--- src/rtl/microwave_timer_ctrl.sv ---
// Microwave cook-timer sequencer: keypad/door handling, 1 s countdown and
// registered drive of magnetron, lamp and buzzer. time_bin feeds the BCD display.
module microwave_timer_ctrl #(
   parameter int TICK_DIV   = 50000000,
   parameter int MAX_TIME   = 500,
   parameter int QUICK_TIME = 30,
   parameter int BEEP_SEC   = 3
) (
   input  logic       clk,
   input  logic       rst,
   input  logic       add_10s,
   input  logic       add_60s,
   input  logic       start,
   input  logic       stop,
   input  logic       door_open,
   output logic [8:0] time_bin,
   output logic       magnetron,
   output logic       lamp,
   output logic       buzzer,
   output logic [2:0] state_o
);

   localparam int TW = (TICK_DIV > 2) ? $clog2(TICK_DIV) : 1;
   localparam int BW = (BEEP_SEC > 2) ? $clog2(BEEP_SEC) : 1;
   localparam logic [TW-1:0] TICK_LAST = TW'(TICK_DIV - 1);
   localparam logic [BW-1:0] BEEP_LAST = BW'(BEEP_SEC - 1);
   localparam logic [8:0]    MAX9      = 9'(MAX_TIME);
   localparam logic [8:0]    QUICK9    = 9'(QUICK_TIME);

   typedef enum logic [1:0] {
      IDLE  = 2'd0,
      COOK  = 2'd1,
      PAUSE = 2'd2,
      DONE  = 2'd3
   } state_t;

   state_t          r_state;
   logic [8:0]      r_time;
   logic [TW-1:0]   r_tick_cnt;
   logic [BW-1:0]   r_beep_cnt;
   logic            r_magnetron;
   logic            r_lamp;
   logic            r_buzzer;

   logic            w_tick;
   logic            w_add_any;
   logic [9:0]      w_add_amt;
   logic [9:0]      w_base;
   logic [9:0]      w_sum;
   logic [8:0]      w_add_sat;
   logic [TW-1:0]   w_tick_adv;

   assign w_tick     = ((r_state == COOK) || (r_state == DONE)) && (r_tick_cnt == TICK_LAST);
   assign w_tick_adv = (r_tick_cnt == TICK_LAST) ? '0 : r_tick_cnt + 1'b1;
   assign w_add_any  = add_10s | add_60s;
   // +60 wins when both add keys arrive together
   assign w_add_amt  = add_60s ? 10'd60 : (add_10s ? 10'd10 : 10'd0);
   // A tick coinciding with an add folds the decrement into the sum
   assign w_base     = (w_tick && (r_state == COOK) && (r_time != 9'd0)) ?
                       ({1'b0, r_time} - 10'd1) : {1'b0, r_time};
   assign w_sum      = w_base + w_add_amt;
   assign w_add_sat  = (w_sum > {1'b0, MAX9}) ? MAX9 : w_sum[8:0];

   always_ff @(posedge clk) begin
      if (rst) begin
         r_state     <= IDLE;
         r_time      <= '0;
         r_tick_cnt  <= '0;
         r_beep_cnt  <= '0;
         r_magnetron <= 1'b0;
         r_lamp      <= 1'b0;
         r_buzzer    <= 1'b0;
      end else begin
         case (r_state)
            IDLE: begin
               r_tick_cnt  <= '0;
               r_beep_cnt  <= '0;
               r_magnetron <= 1'b0;
               r_buzzer    <= 1'b0;
               r_lamp      <= door_open;
               if (door_open) begin
                  r_time <= r_time;
               end else if (stop) begin
                  r_time <= '0;
               end else if (start) begin
                  if (r_time == 9'd0) r_time <= QUICK9;
                  r_state     <= COOK;
                  r_magnetron <= 1'b1;
                  r_lamp      <= 1'b1;
               end else if (w_add_any) begin
                  r_time <= w_add_sat;
               end
            end

            COOK: begin
               r_lamp   <= 1'b1;
               r_buzzer <= 1'b0;
               if (door_open || stop) begin
                  r_state     <= PAUSE;
                  r_magnetron <= 1'b0;
               end else begin
                  r_magnetron <= 1'b1;
                  r_tick_cnt  <= w_tick_adv;
                  if (w_tick) begin
                     if (w_add_any) begin
                        r_time <= w_add_sat;
                     end else if (r_time <= 9'd1) begin
                        r_time      <= '0;
                        r_state     <= DONE;
                        r_beep_cnt  <= '0;
                        r_magnetron <= 1'b0;
                        r_lamp      <= 1'b0;
                        r_buzzer    <= 1'b1;
                     end else begin
                        r_time <= r_time - 9'd1;
                     end
                  end else if (w_add_any) begin
                     r_time <= w_add_sat;
                  end
               end
            end

            PAUSE: begin
               r_magnetron <= 1'b0;
               r_lamp      <= 1'b1;
               r_buzzer    <= 1'b0;
               if (door_open) begin
                  r_time <= r_time;
               end else if (stop) begin
                  r_time     <= '0;
                  r_state    <= IDLE;
                  r_tick_cnt <= '0;
                  r_lamp     <= door_open;
               end else if (start) begin
                  r_state     <= COOK;
                  r_magnetron <= 1'b1;
               end else if (w_add_any) begin
                  r_time <= w_add_sat;
               end
            end

            DONE: begin
               r_time      <= '0;
               r_magnetron <= 1'b0;
               if (door_open || stop) begin
                  r_state    <= IDLE;
                  r_tick_cnt <= '0;
                  r_beep_cnt <= '0;
                  r_buzzer   <= 1'b0;
                  r_lamp     <= door_open;
               end else begin
                  r_tick_cnt <= w_tick_adv;
                  r_buzzer   <= 1'b1;
                  r_lamp     <= 1'b0;
                  if (w_tick) begin
                     if (r_beep_cnt == BEEP_LAST) begin
                        r_state    <= IDLE;
                        r_beep_cnt <= '0;
                        r_tick_cnt <= '0;
                        r_buzzer   <= 1'b0;
                     end else begin
                        r_beep_cnt <= r_beep_cnt + 1'b1;
                     end
                  end
               end
            end

            default: begin
               r_state <= IDLE;
            end
         endcase
      end
   end

   assign time_bin  = r_time;
   assign magnetron = r_magnetron;
   assign lamp      = r_lamp;
   assign buzzer    = r_buzzer;
   assign state_o   = {1'b0, r_state};

endmodule

--- config.mk ---
export PLATFORM = sky130hd
export DESIGN_NAME = microwave_timer_ctrl
export DESIGN_NICKNAME = d
export VERILOG_FILES = /design/src/rtl/microwave_timer_ctrl.sv
export SDC_FILE = /design/constraint.sdc
export NUM_CORES = 1
export LEC_CHECK = 0
export BUFFER_PORTS_ARGS = -buffer_cell sky130_fd_sc_hd__buf_2
export CORE_MARGIN = 2
export CORE_UTILIZATION = 55
export CTS_BUF_LIST = sky130_fd_sc_hd__clkbuf_16
export CTS_CLUSTER_DIAMETER = 60
export DETAILED_ROUTE_END_ITERATION = 16
export PLACE_DENSITY = 0.74
export SYNTH_ARGS = -nofsm -noshare
export SYNTH_HDL_FRONTEND = slang
export SYNTH_SLANG_ARGS = --single-unit
--- constraint.sdc ---
create_clock -name clk -period 5 [get_ports clk]
set_input_delay 1 -clock clk [delete_from_list [all_inputs] [get_ports clk]]
set_output_delay 1 -clock clk [all_outputs]
set_load 0.05 [all_outputs]
### Word level (Yosys, flattened, before mapping)

Index checks and enable logic that the tools add are counted.

| word-level totals | value |
|---|---|
| latch bits | 0 |
| memories | 0 |
| flip-flop bits (word level) | 42 |
| memory bits (writable) | 0 |
| memory bits (read-only) | 0 |

| cells by class | value |
|---|---|
| $lt $le $gt $ge | 2 |
| $add $sub $neg | 5 |
| reduce and logical (&&, ||, !) cells | 14 |
| equality and inequality tests | 20 |
| multiply operators | 0 |
| bitwise logic cells | 1 |
| shift operators | 0 |
| div/mod/pow operators | 0 |
| mux-type cells | 68 |

Operator list:

| operator | count |
|---|---|
| $mux 26 | 7 |
| $mux 9 | 13 |
| $pmux 26 s4 | 1 |
| $mux 2 | 19 |
| $pmux 9 s4 | 1 |
| $add 26x1->26 const B | 1 |
| $eq 26x26->1 const B | 1 |
| $mux 1 | 19 |
| $ne 2x2->1 const B | 7 |
| $add 10x6->10 | 1 |
| $gt 10x9->1 const B | 1 |
| $mux 10 | 1 |
| $sub 9x1->10 const B | 1 |
| $le 9x1->1 const B | 1 |
| $logic_not 9->1 | 1 |
| $ne 3x2->1 const B | 3 |
| $reduce_bool 9->1 | 1 |
| $sub 9x1->9 const B | 1 |
| $pmux 2 s4 | 1 |
| $reduce_and 8->1 | 1 |
| $eq 2x2->1 const B | 3 |
| $mux 6 | 1 |
| $ne 3x1->1 const B | 2 |
| $pmux 1 s3 | 2 |
| 17 further kinds | 20 |

### Logic depth before layout (Yosys ltp)

Gate-level depths: netlist (run 1).

| depth | value |
|---|---|
| word-level depth | 14 |
| gate-level depth with buffers | 18 |

### Worst setup path before layout (run 1)

No wires, ideal clock.

| timing | value |
|---|---|
| path kind | register -> register |
| start point | register r_tick_cnt[16] |
| end point | register r_time[3] (netlist: time_bin[3]) |
| data required time | 4888 ps |
| stages on the path, launching flop included | 17 |
| arrival time | 4374 ps |
| slack | 514 ps |
| buffers on the path | 0 |
| path through | dfxtp_1 > or4_4 > or4_4 > nor4_4 > nand2_4 > o21ai_0 > ha_1 > inv_1 > fa_1 > and4b_1 > a211o_2 > nand2_1 > and3_2 > a221o_1 > o211ai_2 > a31oi_1 > a2111oi_1 |

| on the way | value |
|---|---|
| longest elaborated chain between the ends | 13 |

Ends and longest elaborated chain:

| element | RTL line | text |
|---|---|---|
| from (decl) | 39 | `logic [TW-1:0] r_tick_cnt;` |
| from (signal assigned) | 103 | `r_tick_cnt <= w_tick_adv;` |
| from (signal assigned) | 152 | `r_tick_cnt <= w_tick_adv;` |
| $eq 26x26->1 * | 53 | `assign w_tick = ((r_state == COOK) \|\| (r_state == DONE)) && (r_tick_cnt == TICK_LAST);` |
| $logic_and 1x1->1 * | 53 |  |
| $logic_and 1x1->1 (2 in a row) | 59 | `assign w_base = (w_tick && (r_state == COOK) && (r_time != 9'd0)) ?` |
| $mux 10 | 59 |  |
| $add 10x6->10 | 61 | `assign w_sum = w_base + w_add_amt;` |
| $gt 10x9->1 | 62 | `assign w_add_sat = (w_sum > {1'b0, MAX9}) ? MAX9 : w_sum[8:0];` |
| $mux 9 | 62 |  |
| $mux 9 | 90, 117, 137 |  |
| $mux 9 (on tied branches) | 134, 85 |  |
| $mux 9 (on tied branches) | 129, 83 |  |
| $mux 9 (on tied branches) | 127, 81 |  |
| $pmux 9 s4 * | 74 | `case (r_state)` |
| to (signal assigned) | 82 | `r_time <= r_time;` |
| to (signal assigned) | 128 | `r_time <= r_time;` |
| to (signal assigned) | 138 | `r_time <= w_add_sat;` |
| to (decl) | 38 | `logic [8:0] r_time;` |

Every way passes the cells marked *; elsewhere a longest branch is shown, timed or not. The select of a mux whose other input is x is not followed.
A chain may end at the register's enable or synchronous reset.

### Worst setup path in the final report (run 1)

Ends and elaborated chain as after synthesis.

==> results of run 1 <==
[placed cells by master, fill, tap and decap left out, drive strengths merged, types with 12 or more instances in the layout]
master / synthesis / routed
a21oi: 32 / 32
buf: 2 / 30
dfxtp: 42 / 42
inv: 13 / 13
nand2: 48 / 48
nand3: 24 / 24
nor2: 58 / 58
nor3: 12 / 12
o21ai: 34 / 34
xor2: 12 / 12
[cell type report]
cell class,count,area share (%)
clock buffer,5,3.444
tap,75,2.583
multi-input combinational,372,64.08
sequential,42,23.14
clock inverter,3,0.5854
timing repair buffer,30,4.821
inverter,13,1.343
[worst min-delay path, delay by kind of cell, from the launching register on]
kind,cells,cell delay (ps)
AOI/OAI and AO/OA,1,50
DFF,1,330
and+or+nand+nor,1,60
[flip-flops by register name (all words and copies together), names as in the netlist]
signal	count
magnetron	1
r_tick_cnt	26
buzzer	1
time_bin	9
lamp	1
r_state	2
r_beep_cnt	2
[metal layers]
metal	GRT usage, %	wire, um	vias up
li1	-	-	1691
met3	3.913	662	26
met2	45.40	4268	174
met1	38.26	4104	1636
met4	10.00	253	0
met5	0	0	-
[kinds of logic (layout without fill, tap and decap cells)]
kind of cell	Yosys count	in the layout	synth area share [%]
simple gates	208	208	32.44
mux	2	2	0.5885
buf+inv	37	51	7.025
compound gates	127	127	24.94
xor+xnor	23	23	5.921
fa+ha+maj	11	11	4.266
flops	42	42	24.72
other cells	1	1	0.1102
[through the flow]
step	cells	instance area, sq um	hold slack, ps	utilization (%)	setup WS, ps
after floorplan	451	3402	448.7	-	514.3
after global placement	532	3481	467.2	58.45	486.7
after detailed placement	532	3481	474.5	58.45	358.4
after CTS	540	3627	484.0	60.90	343.9
after global routing	540	3633	546.4	61.01	6.718
final	540	3633	493.6	61.01	307.8
[worst max path at each step]
stage	slack [ps]	depth (start not counted)	to
global placement	490	16	time_bin[3]
global route	7	16	time_bin[3]
detailed placement	360	16	time_bin[3]
CTS	340	16	time_bin[3]
finish	310	16	time_bin[3]
floorplan	510	16	time_bin[3]
[what timing repair did]
| item | 4_1_cts | 5_1_grt |
|---|---|---|
| hold buffers | 0 | 0 |
| resized for setup | 0 | 1 |
| setup endpoints to repair | 0 | 2 |
| hold endpoints to repair | 0 | 0 |
[report_power, final]
group	total, mW	switching [mW]	internal (mW)	leakage (nW)
combinational	0.230	0.155	0.0749	0.916
clock	0.328	0.143	0.185	0.0698
sequential	0.356	0.0152	0.341	0.340
==> key figures, run 1 <==
Outcome
  – Outcome: complete, no violations

Global routing
  – Antenna violations before repair: 0
  – Tot GR Track Use: 28.13%
  – First-pass GRT wire length: 14,930 um
  – Largest net degree at the start of global routing: 27
  – Grt total ovfl: 0
  – Vias in the first global route: 3,078

Drt
  – Post-Route WL: 9289 um
  – Wire length per cell: 17.20 um
  – Vias: 3,527
  – Drt first pass iters: 5
  – Drt drc: 0
  – Vias per inst: 6.531
  – Antenna-violating nets left: 0
  – DR iter-0 viols: 286

Yosys
  – Leading cell types by count after synthesis: nor2_1 (58), nand2_1 (47), dfxtp_1 (42)
  – Top cell type's share of synthesized area: 24.71%
  – Count leader, synth: nor2_1
  – Syn avg cell area: 7.543 sq um
  – Ys flop type: dfxtp_1
  – Synth unique cells: 75
  – Mapped Cells: 451
  – Ys Warns: 0
  – Mapped cell area: 0.003402 sq mm
  – Post-synth EDFFs: 0
  – Sequential element share of the synthesized area: 24.71%
  – Post-synth top area cell: dfxtp_1
  – Asr flop ratio synth: 0%
  – Syn_nets: 469
  – Largest cells by area after synthesis: dfxtp_1 (25%), nor2_1 (6.4%), nand2_1 (5.2%)
  – Register bit total from synthesis: 42

Clock tree
  – H-Tree Depth: 2
  – Clk root buf: clkbuf_16
  – CTS tree: done
  – Post-CTS setup buffers: 0
  – Total CTS buffers: 5
  – Skew-Pair Late Insertion Delay: 290 ps
  – Clock buffer depth: 2
  – TritonCTS Sinks: 42
  – Clock transition at path regs: 60 ps

STA
  – Min Tclk post-route: 4692 ps
  – Worst-Margin Slew: 1059 ps
  – Slew Limit Fails: 0
  – Setup-failing EPs final: 0
  – Setup TNS: 0 ps
  – Headroom to the max-slew limit: 28.41%
  – Peak Freq: 213.1 MHz
  – Period Utilization, post-route: 93.84%
  – Setup repair after global routing missed its margin: no
  – Clock Skew: 3.990 ps
  – Final hold vios: 0

Critical path
  – R2R Setup Slk: 310 ps
  – Worst EP arrival: 4870 ps
  – Most numerous cell on the critical path: or4_4
  – CP Data Required Time: 5180 ps
  – Crit-path slowest cell: or4_4
  – Max FO, Critical Path: 8
  – Worst Reg-to-Reg Cells: 16
  – Worst R2R Start: r_tick_cnt[16]
  – Critical R2R Capture: time_bin[3]
  – Crit path buffers/inverters: 1
  – Crit-path leading delay family: simple AND/OR/NAND/NOR gates
  – CP Launch Point: r_tick_cnt[16]
  – Crit path launch type: flop
  – Max incr delay on CP: 540 ps
  – WS Path Type: reg2reg
  – Critical path endpoint category: flop
  – Cell breakdown of the critical path: or4_4 -> or4_4 -> nor4_4 -> nand2_4 -> o21ai_0 -> ha_1 -> inv_1 -> fa_1 -> and4b_1 -> a211o_2 -> nand2_1 -> and3_2 -> a221o_1 -> o211ai_2 -> a31oi_1 -> a2111oi_1

Place
  – Final Wtd Congestion: 0.9733
  – DPL Wire Length: 6717 um
  – IO Port Bufs: 20

Layout
  – Fill count: 583
  – Multi-input gate area: 0.002328 sq mm
  – Nets: 482
  – Share of cells above drive strength 1: 13.33%
  – ANT cells: 0
  – Layout area overhead: 6.804%
  – FF+latch area: 840.8 sq um

Hold path
  – Min-delay src: r_tick_cnt[15]
  – Worst Hold Class: reg2reg
  – Hold path cells: 2
  – Endpoint of the worst hold path: r_tick_cnt[15]

Power and ir drop
  – Maximum vdd ir drop: 0.1691 mV
  – Power Dens Cells: 251.4 mW/mm^2
  – Tot Pwr: 0.9133 mW
  – Leakage: 1.326 nW

Floorplan
  – # IOs: 22
  – # rows: 28
  – Die Wd: 82.65 um
  – Die H: 82.65 um
  – CORE AREA: 0.005956 sq mm
  – Starting Density: 57.12%
  – Area of the die: 0.006830 sq mm

Flow run
  – Max-Cap Viols: 0
Note: power is estimated with default switching activity, not from simulation.
==> run 2, diff against run 1 <==
--- a/config.mk
+++ b/config.mk
@@ -7,11 +7,11 @@
 export LEC_CHECK = 0
 export BUFFER_PORTS_ARGS = -buffer_cell sky130_fd_sc_hd__buf_2
 export CORE_MARGIN = 2
-export CORE_UTILIZATION = 55
+export CORE_UTILIZATION = 62
 export CTS_BUF_LIST = sky130_fd_sc_hd__clkbuf_16
 export CTS_CLUSTER_DIAMETER = 60
 export DETAILED_ROUTE_END_ITERATION = 16
-export PLACE_DENSITY = 0.74
+export PLACE_DENSITY = 0.82
 export SYNTH_ARGS = -nofsm -noshare
 export SYNTH_HDL_FRONTEND = slang
 export SYNTH_SLANG_ARGS = --single-unit
==> key figures, run 2 (synthesis results as in run 1) <==
Place
  – Final Wtd Congestion: 0.9318 (-4.3%)
  – IO Port Bufs: 20 (unchanged)
  – Pre-CTS setup slack: 358.7 ps (+0.3310 ps)
  – DPL Wire Length: 6769 um (+0.77%)
  – Placed Cells: 528 (-0.75%)

Critical path
  – Worst EP arrival: 4820 ps (-50 ps)
  – Max FO, Critical Path: 8 (unchanged)
  – Critical path endpoint category: flop
  – CP Data Required Time: 5180 ps (about the same)
  – WS Path Type: reg2reg
  – CP Launch Point: r_tick_cnt[16]
  – Crit path launch type: flop
  – Worst R2R Start: r_tick_cnt[16]

Layout
  – Top reg by flops: r_tick_cnt
  – Non-filler cells, final: 536 (-0.74%)
  – Max reg flops: 26 (unchanged)
  – Fill count: 465 (-20%)
  – Layout area overhead: 7.466%
  – Commonest non-fill, non-tap cell in the layout: nor2_1
  – ANT cells: 0 (unchanged)
  – Commonest non-fill, non-tap cells in the layout: nor2_1 (58), nand2_1 (47), dfxtp_1 (42)
  – Nets: 483 (+0.21%)
  – Final core utilization: 70.24% (+9.2 points)
  – Share of cells above drive strength 1: 13.30% (-0.029 points)

STA
  – Headroom to the max-slew limit: 43.73% (+15 points)
  – Period Utilization, post-route: 92.88% (-0.97 points)
  – Peak Freq: 215.3 MHz (+1.0%)
  – Setup TNS: 0 ps (unchanged)
  – Slack of the critical path: 356.2 ps (+48.47 ps)
  – Setup-failing EPs final: 0 (unchanged)
  – Clock Skew: 5.693 ps (+1.703 ps)
  – Setup repair after global routing missed its margin: no
  – Final hold vios: 0 (unchanged)
  – Min Tclk post-route: 4644 ps (-48.47 ps)
  – Worst-Margin Slew: 832.3 ps (-226.6 ps)
  – Slew Limit Fails: 0 (unchanged)

Clock tree
  – Clock buffer depth: 2 (unchanged)
  – Clock transition at path regs: 60 ps (about the same)
  – CTS tree: done
  – CTS resizes: 0 (unchanged)
  – Skew-Pair Late Insertion Delay: 290 ps (about the same)
  – TritonCTS Sinks: 42 (unchanged)
  – Total CTS buffers: 5 (unchanged)
  – # hold bufs at CTS: 0 (unchanged)
  – H-Tree Depth: 2 (unchanged)
  – Post-CTS setup buffers: 0 (unchanged)
  – Clk root buf: clkbuf_16

Outcome
  – Outcome: complete, no violations

Drt
  – Antenna-violating nets left: 0 (unchanged)
  – DR iter-0 viols: 431 (+51%)
  – Drt first pass iters: 5 (unchanged)
  – Drt drc: 0 (unchanged)
  – Vias: 3,577 (+1.4%)
  – Post-Route WL: 9257 um (-0.34%)
  – Wire length per cell: 17.27 um (+0.40%)
  – Vias per inst: 6.674 (+2.2%)

Hold path
  – Worst Hold Class: reg2reg
  – Min-delay src: r_tick_cnt[15]

Global routing
  – Met2 usage: 54.22% (+8.8 points)
  – Global Route met1 Usage: 38.43% (+0.17 points)
  – Largest net degree at the start of global routing: 27 (unchanged)
  – Vias in the first global route: 3,374 (+9.6%)
  – Tot GR Track Use: 31.66% (+3.5 points)
  – Most used routing layer: met2
  – First-pass GRT wire length: 15,600 um (+4.5%)
  – Antenna violations before repair: 0 (unchanged)
  – Met3 Track Usage GR: 5.977% (+2.1 points)
  – Grt total ovfl: 0 (unchanged)

Power and ir drop
  – Leakage: 1.342 nW (+1.2%)
  – Maximum vdd ir drop: 0.2042 mV (+21%)
  – Power Dens Cells: 263.9 mW/mm^2 (+5.0%)

Floorplan
  – CORE AREA: 0.005205 sq mm (-13%)
  – # rows: 26 (-7.1%)
  – Die H: 78.08 um (-5.5%)
  – Die Wd: 78.08 um (-5.5%)
  – Starting Density: 65.36% (+8.2 points)
  – Area of the die: 0.006096 sq mm (-11%)
  – # IOs: 22 (unchanged)

Flow run
  – Max-Cap Viols: 0 (unchanged)
[run 2: layer usage]
| layer | vias to the layer above | routed length (um) | part of all wire, % |
|---|---|---|---|
| li1 | 1700 | - | - |
| met1 | 1662 | 3744 | 40 |
| met2 | 174 | 4531 | 49 |
| met3 | 41 | 621 | 6.7 |
| met4 | 0 | 359 | 3.9 |
| met5 | - | 0 | 0 |
[run 2: metrics by stage]
step                hold slack (ps)  instance area [sq um]  power [mW]
floorplan                     448.7                   3402      0.5357
global placement              468.0                   3482      0.5802
detailed placement            473.6                   3482      0.5850
CTS                           483.0                   3656      0.9629
global route                  500.8                   3656       1.005
finish                        488.3                   3656      0.9646
[run 2: layout make-up]
cell class	instances	area (sq um)	area share, %
clock inverter	3	48.80	1.335
inverter	13	48.80	1.335
clock buffer	5	125.1	3.422
multi-input combinational	372	2322	63.52
sequential	42	840.8	23.00
timing repair buffer	31	182.7	4.997
tap	70	87.58	2.396
[run 2: power breakdown]
part	internal [mW]	switching, mW
Sequential	0.341	0.0137
Clock	0.239	0.141
Combinational	0.0750	0.155
Total	0.655	0.310
[run 2: path summary, 6_finish.rpt]
check                         to  slack [ps]  cells after the start
setup / recovery     time_bin[1]         360                     16
hold / removal    r_tick_cnt[15]         490                      2
setup reg to reg     time_bin[1]         360                     16
hold reg to reg   r_tick_cnt[15]         490                      2
[run 2: critical path, cell delays in order, from the launching register on]
cell and delay (ps):
dfxtp_1 370, or4_4 540, or4_4 540, nor4_4 360, nand2_4 120, o21ai_0 170
ha_1 180, inv_1 50, fa_1 410, and4b_1 260, a211o_2 150, nand2_1 130
and3_2 240, a221o_1 280, o211ai_2 280, a31oi_1 120, a2111oi_1 310
